### config.mk
export PLATFORM = sky130hd
export DESIGN_NAME = maquina_receptor_mesi
export DESIGN_NICKNAME = d
export VERILOG_FILES = /design/src/rtl/maquina_receptor_mesi.sv
export SDC_FILE = /design/constraint.sdc
export NUM_CORES = 1
export LEC_CHECK = 0
export BUFFER_PORTS_ARGS = -buffer_cell sky130_fd_sc_hd__buf_2
export CORE_ASPECT_RATIO = 1.2
export CORE_UTILIZATION = 30
export CTS_CLUSTER_DIAMETER = 80
export CTS_CLUSTER_SIZE = 25
export DETAILED_ROUTE_END_ITERATION = 8
export PLACE_DENSITY_LB_ADDON = 0.3
export SLEW_MARGIN = 30
export SYNTH_ARGS = -nofsm -noshare
export SYNTH_HDL_FRONTEND = slang
export SYNTH_SLANG_ARGS = --single-unit
### constraint.sdc
create_clock -name clock -period 3.4 [get_ports clock]
set_input_delay 0.85 -clock clock [delete_from_list [all_inputs] [get_ports clock]]
set_output_delay 0.85 -clock clock [all_outputs]
set_load 0.02 [all_outputs]
### src/rtl/maquina_receptor_mesi.sv
// ============================================================================
// Module     : maquina_receptor_mesi
// Description: Snoop-side MESI coherence controller with a direct-mapped
//              state/tag array, a valid/ready snoop port and acknowledged
//              write-back sequencing. Optional macro SNOOP_STATS_EN adds
//              saturating hit / write-back counters.
// Revision   : 1.0 - initial release
// ============================================================================
`default_nettype none

module maquina_receptor_mesi #(
    parameter int INDEX_W = 2,
    parameter int TAG_W   = 6
) (
    input  logic               clock,
    input  logic               reset,
    input  logic               snoop_valid,
    output logic               snoop_ready,
    input  logic [1:0]         snoop_msg,
    input  logic [INDEX_W-1:0] snoop_index,
    input  logic [TAG_W-1:0]   snoop_tag,
    input  logic               loc_valid,
    output logic               loc_ready,
    input  logic [INDEX_W-1:0] loc_index,
    input  logic [TAG_W-1:0]   loc_tag,
    input  logic [1:0]         loc_state,
    output logic               wb_req,
    output logic [INDEX_W-1:0] wb_index,
    input  logic               wb_ack,
    output logic               abort_mem,
    output logic               resp_valid,
    output logic               resp_shared,
    output logic               proto_err,
    input  logic [INDEX_W-1:0] probe_index,
`ifdef SNOOP_STATS_EN
    output logic [15:0]        stat_hits,
    output logic [15:0]        stat_wbs,
`endif
    output logic [1:0]         probe_state
);

    localparam int NUM_LINES = 2 ** INDEX_W;

    localparam logic [1:0] ST_I = 2'b00;
    localparam logic [1:0] ST_M = 2'b01;
    localparam logic [1:0] ST_S = 2'b10;

    localparam logic [1:0] MSG_INV  = 2'b00;
    localparam logic [1:0] MSG_RD   = 2'b01;
    localparam logic [1:0] MSG_NONE = 2'b11;

    localparam logic [1:0] IDLE  = 2'd0;
    localparam logic [1:0] CHECK = 2'd1;
    localparam logic [1:0] WB    = 2'd2;
    localparam logic [1:0] RESP  = 2'd3;

    logic [1:0]         fsm_state;
    logic [1:0]         fsm_next;
    logic [1:0]         state_arr [NUM_LINES];
    logic [TAG_W-1:0]   tag_arr   [NUM_LINES];
    logic [1:0]         pend_msg;
    logic [INDEX_W-1:0] pend_index;
    logic [TAG_W-1:0]   pend_tag;
    logic               shared_q;

    logic               accept;
    logic               hit;
    logic [1:0]         line_state;
    logic               commit_en;
    logic               shared_en;
    logic               shared_val;
    logic [1:0]         snoop_new_state;

    assign line_state      = state_arr[pend_index];
    assign hit             = (line_state != ST_I) && (tag_arr[pend_index] == pend_tag);
    assign snoop_new_state = (pend_msg == MSG_RD) ? ST_S : ST_I;
    assign accept          = snoop_valid && snoop_ready;

    always_ff @(posedge clock or negedge reset) begin
        if (!reset) begin
            fsm_state <= IDLE;
        end else begin
            fsm_state <= fsm_next;
        end
    end

    always_comb begin
        fsm_next   = fsm_state;
        commit_en  = 1'b0;
        shared_en  = 1'b0;
        shared_val = 1'b0;
        case (fsm_state)
            IDLE: begin
                if (accept && snoop_msg != MSG_NONE) begin
                    fsm_next = CHECK;
                end
            end
            CHECK: begin
                if (!hit) begin
                    shared_en = 1'b1;
                    fsm_next  = RESP;
                end else if (line_state == ST_M) begin
                    fsm_next = WB;
                end else begin
                    commit_en  = 1'b1;
                    shared_en  = 1'b1;
                    shared_val = (pend_msg == MSG_RD);
                    fsm_next   = RESP;
                end
            end
            WB: begin
                if (wb_ack) begin
                    commit_en  = 1'b1;
                    shared_en  = 1'b1;
                    shared_val = (pend_msg == MSG_RD);
                    fsm_next   = RESP;
                end
            end
            default: fsm_next = IDLE;
        endcase
    end

    always_comb begin
        snoop_ready = (fsm_state == IDLE) && !(loc_valid && loc_index == snoop_index);
        loc_ready   = !((fsm_state != IDLE) && (loc_index == pend_index));
        wb_req      = (fsm_state == WB);
        abort_mem   = (fsm_state == WB);
        wb_index    = pend_index;
        resp_valid  = (fsm_state == RESP);
        resp_shared = (fsm_state == RESP) && shared_q;
        proto_err   = (fsm_state == CHECK) && hit && (line_state == ST_M) && (pend_msg == MSG_INV);
        probe_state = state_arr[probe_index];
    end

    // Local updates and snoop commits never collide: loc_ready blocks the pending index.
    always_ff @(posedge clock or negedge reset) begin
        if (!reset) begin
            for (int i = 0; i < NUM_LINES; i++) begin
                state_arr[i] <= ST_I;
                tag_arr[i]   <= '0;
            end
            pend_msg   <= MSG_NONE;
            pend_index <= '0;
            pend_tag   <= '0;
            shared_q   <= 1'b0;
        end else begin
            if (loc_valid && loc_ready) begin
                state_arr[loc_index] <= loc_state;
                tag_arr[loc_index]   <= loc_tag;
            end
            if (accept) begin
                pend_msg   <= snoop_msg;
                pend_index <= snoop_index;
                pend_tag   <= snoop_tag;
            end
            if (commit_en) begin
                state_arr[pend_index] <= snoop_new_state;
            end
            if (shared_en) begin
                shared_q <= shared_val;
            end
        end
    end

`ifdef SNOOP_STATS_EN
    always_ff @(posedge clock or negedge reset) begin
        if (!reset) begin
            stat_hits <= '0;
            stat_wbs  <= '0;
        end else begin
            if (fsm_state == CHECK && hit && stat_hits != 16'hFFFF) begin
                stat_hits <= stat_hits + 16'd1;
            end
            if (fsm_state == WB && wb_ack && stat_wbs != 16'hFFFF) begin
                stat_wbs <= stat_wbs + 16'd1;
            end
        end
    end
`endif

endmodule

`default_nettype wire
# Yosys cells after proc, flatten, opt, wreduce, memory -nomap -nowiden
# Cells that the tools add are included.
# totals
regBits	45
latchBits	0
ramBits	0
romBits	0
in_bits	27
output_inout_bits	11
word_cells	88
mem_count	0
# classes
addsub	0
multipliers	0
div_mod_pow	0
order_cmp	5
eq_ne	11
shift	0
muxes	36
n_bitwise	3
n_reduce_logical	20
# ops
op	n
bitwise mux 24 bit	1
two-way mux 2 bit	9
two-way mux 6 bit	3
bitwise mux 8 bit	2
two-way mux 8 bit	2
logical AND 1 bit	13
binary-select mux 6 bit (select 2 bit)	1
demux 6 bit (select 2 bit)	1
>= comparator 3 bit (second input constant)	3
two-way mux 1 bit	9
inverter 2 -> 3 bit	3
binary-select mux 2 bit (select 2 bit)	2
demux 2 bit (select 2 bit)	2
== test 2 x 1 -> 1 bit (second input constant)	3
== test 6 bit	1
< comparator 3 x 1 -> 1 bit (second input constant)	2
!= test 2 bit (second input constant)	3
case mux 1 bit (2 select lines)	3
case mux 2 bit (3 select lines)	1
== test 2 bit	2
== test 2 bit (second input constant)	2
zero test 2 bit	2
nonzero test 2 bit	2
zero test 1 bit	2
AND reduction 2 bit	1

# Longest topological paths before layout
# Gate-level depths: netlist of run 1.
# logic_depth
word_depth	9
depth_mapped	9
depth_no_buf	8

# Worst setup path after synthesis of run 1
# Ideal clock, no wire load.
# synth_path
path_type	reg-to-output
startpoint	register pend_index[0], in the netlist wb_index[0]
endpoint	output port proto_err
arrival_time_ns	2.102
required_ns	2.550
path_slack_ns	0.448
path_stages_with_launch	7
path_buffers	1
path_cell_list	dfrtp_1 > buf_6 > mux4_2 > xor2_1 > nor4_4 > o21a_1 > and4_1
# synth_via
elab_chain_len	9
word_cells_on_any_way	14
classes_between	eq/ne: 2; mux: 6; bitwise: 1; reduce/logical: 5
# synth_lines
element	line	source
from (decl)	62	logic [INDEX_W-1:0] pend_index;
from (signal assigned)	153	pend_index <= snoop_index;
inverter 2 -> 3 bit (implied by the code) (*)	74, 75	
binary-select mux 6 bit (select 2 bit) / binary-select mux 2 bit (select 2 bit) (equally long branches)	75, 74	
two-way mux 6 bit (implied by the code) / two-way mux 2 bit (equally long branches) (2 in a row)	75, 74	
== test 6 bit / nonzero test 2 bit (equally long branches)	75	assign hit = (line_state != ST_I) && (tag_arr[pend_index] == pend_tag);
logical AND 1 bit	75	
logical AND 1 bit	131	proto_err = (fsm_state == CHECK) && hit && (line_state == ST_M) && (pend_msg == MSG_INV);
logical AND 1 bit (*) (2 in a row)	131	
to (decl)	33	output logic proto_err,
# Every way passes the cells marked *; elsewhere a longest branch is shown, timed or not. The select of a mux whose other input is x is not followed.

# Worst setup path after layout of run 1
# Same ends and word-level chain as after synthesis.

==> out/summary.txt, run 1 <==
Power Total: 2.55 mW
Dpl cell area: 0.00266 sq mm
DRC Markers: 0
Vias in the first global route: 1557
Delay-heaviest family, CP: simple AND/OR/NAND/NOR gates
Clk network pwr share: 0.164
Synth cell types: 38
Hold EP: tag_arr[12]
Power per cell area: 916 mW/mm^2
Final setup vio count: 0
Sink Count: 45
TritonCTS buffer count: 5
R2R depth: 6
Syn. warnings: 0
Crit-path max cell delay: 530 ps
Worst endpoint required time: 2550 ps
Slowest stage cell, crit path: mux4_2
Final hold slack: 502 ps
Number of synthesized flops with an enable pin: 0
Max_cap viols: 0
Switching power: 0.920 mW
Largest net degree at the start of global routing: 46
Gr usage total: 0.131
Finished layout cell area: 0.00278 sq mm
Fin. Hold Viols: 0
Maximum VDD drop: 0.417 mV
Detailed Routing Iterations Pass 1: 4
Rows: 35
Setup TNS: 0 ps
Nets@finish: 246
CP arrival: 2390 ps
I/O pins: 38
Maximum clock rate: 309 MHz
Max_slew headroom: 0.578
Final core occ: 0.361
DP Worst Slack: 404 ps
Critical path startpoint category: flop
Clock slew at reported path FFs: 90 ps
DP HPWL: 3.63 mm
Critical-path maximum fanout: 5
Avg WL per Cell: 16.1 microns
Placed cells: 300
Max-slew violation count: 0
Area fraction of the dominant cell type after synthesis: 0.451
Layout fillers: 752
GPL Wtd Cong: 0.768
Antenna violations before repair: 0
Die Width: 83.4 microns
Die area: 0.00831 sq mm
Critical path type: flop to output pin
Grt ovf: 0
1st-iter DRT viols: 51
Most frequent cells in the layout: dfrtp_1, buf_2, mux2_2
Worst slew pin tran: 629 ps
H-tree levels: 2
Port Buffer Count: 37
Fin crit period: 3240 ps
FF-to-FF Start: wb_index[0]
R2R setup slack: 1100 ps
Asr flop ratio synth: 1.00
Reg power frac: 0.391
Int Pwr: 1.63 mW
Synth area leaders: dfrtp_1, mux2_2, mux2i_1, mux4_2, dfstp_2
RSZ-0062 raised after global routing: no
Most common cell after layout, fill and taps aside: dfrtp_1
Initial Util: 0.309
DR vias: 1494
R2r endpoint: state_arr[7]
Sw Ratio: 0.361
Syn_area_per_cell: 13.5 sq um
Combinational fraction of design power: 0.445
Synthesized flop and latch total: 45
Die H: 99.6 microns
Antenna viol nets, final: 0
Tcrit/Tclk final: 0.952
Post-Route Skew: 8.22 ps
Root Driver: clkbuf_8
Core box area: 0.00771 sq mm
N_diodes: 0
CP cell instances: mux4_2, xor2_1, nor4_4, o21a_1, and4_1, buf_2
Post-synthesis sequential area ratio: 0.473
Hold Buf Count CTS: 0
Status: complete, no violations
Final worst slack: 164 ps
CP Capture Type: output pin
DR vias/cell: 4.85
Area Overhead vs Synth: 16.6%
Yosys top cell by area: dfrtp_1
CTS tree: built
Syn Std Cell Area: 0.00238 sq mm
Layout cells sized above 1: 0.431
Min-delay worst type: flop to flop
Hold Crit Depth: 1
First-pass GRT wire length: 8.32 mm
Clock latency on the worst-skew pair: 300 ps
Syn Nets: 208
Synth Instances: 177
Main flop type after synthesis: dfrtp_1
Routed WL: 4.96 mm
Clock Path Buffers: 2
Hold Crit Start: tag_arr[12]
CP Buf/Inv Count: 1
LEAKAGE: 1.26 nW
Final Non-Filler Cells: 308
-- what timing repair did --
action | 4_1_cts | 5_1_grt
hold endpoints to repair | 0 | 0
gates resized for setup | 0 | 1
buffers inserted | 0 | 0
setup endpoints to repair | 0 | 1
-- registers in the layout, summed over array words and instances, names as in the netlist --
register   count
tag_arr       24
pend_msg       2
pend_tag       6
shared_q       1
fsm_state      2
wb_index       2
state_arr      8
-- power by group through the flow --
stage	Clock, mW	Sequential [mW]	Combinational (mW)
floorplan	0	0.937	0.940
detailed placement	0	1.00	1.14
global placement	0	1.00	1.12
finish	0.417	0.996	1.13
global route	0.453	1.03	1.25
CTS	0.430	0.993	1.15
-- cell usage after synthesis (all sizes together) (2+ instances only) --
| cell | n |
|---|---|
| and3 | 2 |
| inv | 6 |
| xnor2 | 6 |
| clkbuf | 5 |
| nand2 | 6 |
| buf | 4 |
| dfstp | 2 |
| mux2i | 17 |
| nand2b | 3 |
| ha | 4 |
| xor2 | 6 |
| nand4b | 2 |
| dfrtp | 43 |
| mux4 | 8 |
| a21oi | 5 |
| nand3 | 2 |
| mux2 | 34 |
| nor2 | 5 |
-- worst register-to-register path, cell delays in order, from the launching register on --
cell,delay [ps]
dfrtp_2,450
mux4_2,530
xor2_1,180
nor4_4,380
o211ai_4,170
a211oi_4,310
mux2i_1,210
-- worst max path at each step --
stage                start        end  depth (start not counted)
6_report       wb_index[0]  proto_err                          6
5_1_grt        wb_index[0]  proto_err                          6
4_1_cts        wb_index[0]  proto_err                          6
3_5_place_dp   wb_index[0]  proto_err                          6
3_3_place_gp   wb_index[0]  proto_err                          6
2_1_floorplan  wb_index[0]  proto_err                          6
-- cell type report --
cell class / count / area [sq um] / share of cell area
clock buffers: 7 / 86.3 / 0.0311
clock inverters: 1 / 30.0 / 0.0108
inverters: 6 / 22.5 / 0.00810
multi-input cells: 117 / 1180 / 0.426
flip-flops and latches: 45 / 1130 / 0.407
well taps: 92 / 115 / 0.0414
repair buffers: 40 / 210 / 0.0756
-- metal layers --
layer / up-vias / wire, microns / track usage
li1: 714 / - / -
met1: 736 / 2360 / 0.176
met2: 36 / 2320 / 0.201
met3: 8 / 170 / 0.0324
met4: 0 / 113 / 0.0570
met5: - / 0 / 0
-- cells by family (layout without fill, tap and decap cells) --
group                    Yosys count  count (layout)  share of synthesized area
XOR/XNOR                          12              12                     0.0441
AO/OA/AOI/OAI                     15              15                     0.0541
AND/OR/NAND/NOR                   27              27                     0.0672
flip-flops                        45              45                      0.473
buffers and inverters             15              54                     0.0294
adder cells (fa/ha/maj)            4               4                     0.0210
multiplexers                      59              59                      0.311
Note: power is estimated with default switching activity, not from simulation.
==> inputs of run 2 (changes only) <==
ABC_AREA = 1   (was not set)
MAX_ROUTING_LAYER = met4   (was not set)
PLACE_DENSITY_LB_ADDON = not set   (was 0.3)
==> out/summary.txt, run 2 <==
Status: complete, no violations (unchanged)
Delay-heaviest family, CP: simple AND/OR/NAND/NOR gates (unchanged)
Antenna viol nets, final: 0 (unchanged)
Hold Buf Count CTS: 0 (unchanged)
Hold Crit Depth: 2 (was 1)
CP Capture Type: output pin (unchanged)
Most frequent cell after synthesis: nand2_1 (was dfrtp_1)
Placed cells: 518 (was 300)
Die H: 105 microns (was 99.6 microns)
Detailed Routing Iterations Pass 1: 4 (unchanged)
Clock Path Buffers: 2 (unchanged)
Top flop regs: tag_arr x24, state_arr x8, pend_tag x6 (unchanged)
Die Width: 87.7 microns (was 83.4 microns)
Clock slew at reported path FFs: 90 ps (about the same)
Die area: 0.00920 sq mm (was 0.00831 sq mm)
Min-delay worst type: flop to flop (unchanged)
RSZ-0062 raised after global routing: no (unchanged)
CP Buf/Inv Count: 2 (was 1)
Antenna violations before repair: 0 (unchanged)
Avg WL per Cell: 12.3 microns (was 16.1 microns)
Synth cell types: 31 (was 38)
Routed WL: 6.45 mm (was 4.96 mm)
DP HPWL: 4.82 mm (was 3.63 mm)
I/O pins: 38 (unchanged)
Post-synthesis compound-gate area fraction: 0.119 (was 0.0541)
Layout cells sized above 1: 0.149 (was 0.431)
Nets@finish: 439 (was 246)
Grt ovf: 0 (unchanged)
Max_cap viols: 0 (unchanged)
Rows: 37 (was 35)
1st-iter DRT viols: 138 (was 51)
Asr flop ratio synth: 1.00 (unchanged)
Sink Count: 45 (unchanged)
Layout fillers: 939 (was 752)
Max FFs per register: 24 (unchanged)
CTS tree: built (unchanged)
TritonCTS buffer count: 5 (unchanged)
Post-Synth Adder-Cell Area: 0.0189 (was 0.0210)
Maximum clock rate: 330 MHz (was 309 MHz)
Worst slew pin tran: 579 ps (was 629 ps)
Number of synthesized flops with an enable pin: 0 (unchanged)
Post-Route Skew: 8.50 ps (was 8.22 ps)
Slowest stage cell, crit path: dfrtp_1 (was mux4_2)
Clock latency on the worst-skew pair: 300 ps (about the same)
Critical Path Stages: 12 (was 6)
Worst endpoint required time: 2550 ps (about the same)
Post_cts resized: 0 (unchanged)
DR vias: 2430 (was 1494)
Critical path startpoint category: flop (unchanged)
CP cell instances: buf_4, nand2_1, nand2_1, nand2_1, nand3_1, nand2_1, nor2_1, nand2_1, nor2_2, nand2_1, nor2_1, buf_2 (was mux4_2, xor2_1, nor4_4, o21a_1, and4_1, buf_2)
Final setup vio count: 0 (unchanged)
R2R depth: 9 (was 6)
Post-synthesis sequential area ratio: 0.427 (was 0.473)
Xor/xnor share of the synthesized area: 0.00331 (was 0.0441)
N_diodes: 0 (unchanged)
LEAKAGE: 1.64 nW (was 1.26 nW)
Core box area: 0.00856 sq mm (was 0.00771 sq mm)
First-pass GRT wire length: 11.0 mm (was 8.32 mm)
FF+latch area: 0.00113 sq mm (about the same)
Critical path type: flop to output pin (unchanged)
DRC Markers: 0 (unchanged)
Fin. Hold Viols: 0 (unchanged)
H-tree levels: 2 (unchanged)
DR vias/cell: 4.62 (was 4.85)
Largest family of logic cells by synthesized area: simple AND/OR/NAND/NOR gates (was multiplexers)
Max-slew violation count: 0 (unchanged)
Synth cell count leaders: nand2_1, dfrtp_1, o21ai_0, inv_1 (was dfrtp_1, mux2_2, mux2i_1)
Syn Std Cell Area: 0.00265 sq mm (was 0.00238 sq mm)
Root Driver: clkbuf_8 (unchanged)
Area of the multi-input gates: 0.00131 sq mm (was 0.00118 sq mm)
Mux cell area share after synthesis: 0.00851 (was 0.311)
Syn Nets: 406 (was 208)
Main flop type after synthesis: dfrtp_1 (unchanged)
Final Non-Filler Cells: 526 (was 308)
CP arrival: 2180 ps (was 2390 ps)
Area fraction of the dominant cell type after synthesis: 0.407 (was 0.451)
Simple-gate share of the synthesized area: 0.346 (was 0.0672)
Critical-path maximum fanout: 12 (was 5)
DP Worst Slack: 694 ps (was 404 ps)
Most frequent cells in the layout: nand2_1, dfrtp_1, buf_2 (was dfrtp_1, buf_2, mux2_2)
Syn_area_per_cell: 7.05 sq um (was 13.5 sq um)
Most used cell along the critical path: nand2_1
Area Overhead vs Synth: 15.0% (was 16.6%)
Max_slew headroom: 0.614 (was 0.578)
Largest net degree at the start of global routing: 46 (unchanged)
GPL Wtd Cong: 0.880 (was 0.768)
Power per cell area: 881 mW/mm^2 (was 916 mW/mm^2)
Reg with most FFs: tag_arr (unchanged)
Yosys top cell by area: dfrtp_1 (unchanged)
Final worst slack: 372 ps (was 164 ps)
Fin crit period: 3030 ps (was 3240 ps)
Synthesized flop and latch total: 45 (unchanged)
Maximum VDD drop: 0.241 mV (was 0.417 mV)
Most common cell after layout, fill and taps aside: nand2_1 (was dfrtp_1)
Vias in the first global route: 2366 (was 1557)
Initial Util: 0.309 (about the same)
Synth area leaders: dfrtp_1, nand2_1, o21ai_0, nand3_1, inv_1 (was dfrtp_1, mux2_2, mux2i_1, mux4_2, dfstp_2)
Synth Instances: 375 (was 177)
Gr usage total: 0.157 (was 0.131)
Crit-path max cell delay: 610 ps (was 530 ps)
Power Total: 2.68 mW (was 2.55 mW)
Port Buffer Count: 37 (unchanged)
Syn. warnings: 0 (unchanged)
Setup Buffers After CTS: 0 (unchanged)
Tcrit/Tclk final: 0.891 (was 0.952)
Setup TNS: 0 ps (unchanged)
-- run 2: changes by cell type after synthesis, sizes merged, moves of 5 or more --
cell,change
nand2,+153
o21ai,+38
mux2,-32
inv,+26
nand3,+24
nor2,+22
mux2i,-17
a21oi,+8
mux4,-8
xor2,-6
xnor2,-5
-- run 2: logic make-up after synthesis --
group,after synthesis
AOI/OAI and AO/OA,57
xor gates and xnor gates,1
adders and majority gates,4
buffers and inverters,45
DFF,45
muxes,2
and+or+nand+nor,221
-- run 2: routing by layer --
metal / vias to the layer above / GRT usage / routed length [microns]
li1: 1258 / - / -
met1: 1098 / 0.194 / 3020
met2: 59 / 0.255 / 3060
met3: 15 / 0.0261 / 232
met4: 0 / 0.0562 / 133
met5: - / - / 0
-- run 2: power breakdown --
group / switching, mW / leakage [nW] / internal (mW)
logic: 0.801 / 1.02 / 0.436
registers: 0.193 / 0.550 / 0.772
clock network: 0.188 / 0.0681 / 0.292
-- run 2: stage by stage --
stage | area, sq um | util | hold slack [ps]
detailed placement | 2910 | 0.340 | 461
global placement | 2910 | 0.339 | 459
global route | 3040 | 0.355 | 510
CTS | 3040 | 0.355 | 483
finish | 3040 | 0.355 | 485
floorplan | 2650 | - | 442
-- run 2: worst reg2reg max path: cells and delay by family (launching register included) --
family          cells  cell delay (ps)
simple gates        5              820
xor+xnor            1              150
buf+inv             1              290
flops               1              610
compound gates      2              440
-- run 2: layout make-up --
class | instances | share of cell area
clock buffers | 5 | 0.0226
clock inverters | 3 | 0.0214
inverters | 32 | 0.0395
multi-input cells | 285 | 0.431
flip-flops and latches | 45 | 0.371
well taps | 117 | 0.0481
repair buffers | 39 | 0.0666
-- run 2: final timing paths --
| path | from | to | slack [ps] |
|---|---|---|---|
| max | wb_index[0] | proto_err | 370 |
| min | shared_q | shared_q | 490 |
| max reg2reg | wb_index[0] | state_arr[1] | 1040 |
| min reg2reg | shared_q | shared_q | 490 |
| max in group asynchronous | reset | tag_arr[7] | 2450 |
| min in group asynchronous | reset | state_arr[3] | 530 |
==> inputs of run 3 (changes only) <==
ABC_AREA = not set   (was 1)
==> out/summary.txt, run 3 (synthesis results as in run 1) <==
Status: complete, no violations (unchanged)
1st-iter DRT viols: 44 (was 138)
Maximum clock rate: 308 MHz (was 330 MHz)
Antenna violations before repair: 0 (unchanged)
Root Driver: clkbuf_8 (unchanged)
First-pass GRT wire length: 7.96 mm (was 11.0 mm)
H-tree levels: 2 (unchanged)
Die H: 99.6 microns (was 105 microns)
Port Buffer Count: 37 (unchanged)
DR vias: 1468 (was 2430)
Final core occ: 0.358 (was 0.355)
Routed WL: 4.73 mm (was 6.45 mm)
Grt ovf: 0 (unchanged)
Nets@finish: 248 (was 439)
Detailed Routing Iterations Pass 1: 4 (unchanged)
Fin crit period: 3240 ps (was 3030 ps)
Tcrit/Tclk final: 0.954 (was 0.891)
Critical path type: flop to output pin (unchanged)
Power Total: 2.46 mW (was 2.68 mW)
CP Capture Type: output pin (unchanged)
Vias in the first global route: 1565 (was 2366)
Sink Count: 45 (unchanged)
Final setup vio count: 0 (unchanged)
Final worst slack: 157 ps (was 372 ps)
Avg WL per Cell: 15.2 microns (was 12.3 microns)
Initial Util: 0.309 (about the same)
Max_slew headroom: 0.591 (was 0.614)
Die Width: 83.4 microns (was 87.7 microns)
Max FFs per register: 24 (unchanged)
GPL Wtd Cong: 0.756 (was 0.880)
Max_cap viols: 0 (unchanged)
Maximum VDD drop: 0.338 mV (was 0.241 mV)
Critical path startpoint category: flop (unchanged)
DR vias/cell: 4.74 (was 4.62)
Hold Buf Count CTS: 0 (unchanged)
Worst slew pin tran: 610 ps (was 579 ps)
Top flop regs: tag_arr x24, state_arr x8, pend_tag x6 (unchanged)
Fin. Hold Viols: 0 (unchanged)
Critical-path maximum fanout: 8 (was 12)
Rows: 35 (was 37)
TritonCTS buffer count: 5 (unchanged)
Die area: 0.00831 sq mm (was 0.00920 sq mm)
Most frequent cells in the layout: dfrtp_1, buf_2, mux2_2 (was nand2_1, dfrtp_1, buf_2)
Clock latency on the worst-skew pair: 290 ps (was 300 ps)
Gr usage total: 0.127 (was 0.157)
I/O pins: 38 (unchanged)
N_diodes: 0 (unchanged)
LEAKAGE: 1.25 nW (was 1.64 nW)
Largest net degree at the start of global routing: 46 (unchanged)
Layout cells sized above 1: 0.431 (was 0.149)
CP arrival: 2390 ps (was 2180 ps)
Power per cell area: 890 mW/mm^2 (was 881 mW/mm^2)
Most common cell after layout, fill and taps aside: dfrtp_1 (was nand2_1)
Min-delay worst type: flop to flop (unchanged)
Antenna viol nets, final: 0 (unchanged)
DRC Markers: 0 (unchanged)
DP HPWL: 3.59 mm (was 4.82 mm)
Reg with most FFs: tag_arr (unchanged)
DP Worst Slack: 347 ps (was 694 ps)
Clock slew at reported path FFs: 80 ps (was 90 ps)
Post-Route Skew: 5.43 ps (was 8.50 ps)
Max-slew violation count: 0 (unchanged)
Core box area: 0.00771 sq mm (was 0.00856 sq mm)
CTS tree: built (unchanged)
Clock Path Buffers: 2 (unchanged)
Worst endpoint required time: 2550 ps (about the same)
Area Overhead vs Synth: 15.9% (was 15.0%)
-- run 3: worst max-delay path, stage by stage (launching register included) --
cell	delay, ps
dfrtp_2	450
buf_4	140
mux4_2	490
xor2_1	180
nor4_4	300
o21a_1	200
and4_1	170
buf_2	160
-- run 3: layout make-up --
class	instances	area, sq um
clock inverters	1	7.51
well taps	92	115
inverters	6	22.5
flip-flops and latches	45	1130
fillers	744	4950
repair buffers	42	225
clock buffers	7	76.3
multi-input cells	117	1180
-- run 3: path summary, 6_finish.rpt --
path                              from      endpoint  slack (ps)  depth (start not counted)
max                        wb_index[0]     proto_err         160                          7
min                        tag_arr[22]   tag_arr[22]         510                          1
max reg2reg                wb_index[0]  state_arr[3]         990                          8
min reg2reg                tag_arr[22]   tag_arr[22]         510                          1
max in group asynchronous        reset   wb_index[0]        2440                          1
min in group asynchronous        reset   wb_index[1]         550                          1
-- run 3: report_power, final --
group	internal, mW	total [mW]	leakage [nW]	switching (mW)
clock network	0.145	0.316	0.0385	0.171
logic	0.604	1.15	0.685	0.549
registers	0.802	0.989	0.531	0.188
-- run 3: per-stage QoR --
step | setup TNS (ps) | cells | cell area (sq um) | hold WS [ps]
global placement | 0 | 299 | 2650 | 490
floorplan | 0 | 177 | 2380 | 470
CTS | 0 | 307 | 2740 | 512
global route | -0.173 | 310 | 2760 | 524
detailed placement | 0 | 299 | 2650 | 492
finish | 0 | 310 | 2760 | 509
-- run 3: routing by layer --
metal / global-route usage / part of all wire / vias to the layer above
li1: - / - / 718
met1: 0.162 / 0.47 / 715
met2: 0.202 / 0.47 / 30
met3: 0.0224 / 0.037 / 5
met4: 0.0504 / 0.016 / 0
met5: - / 0 / -
-- run 3: timing repair --
| action | CTS | global route |
|---|---|---|
| setup buffers | 0 | 3 |
| gates resized for setup | 0 | 1 |
| setup endpoints to repair | 0 | 1 |
| endpoints found under the hold margin | 0 | 0 |
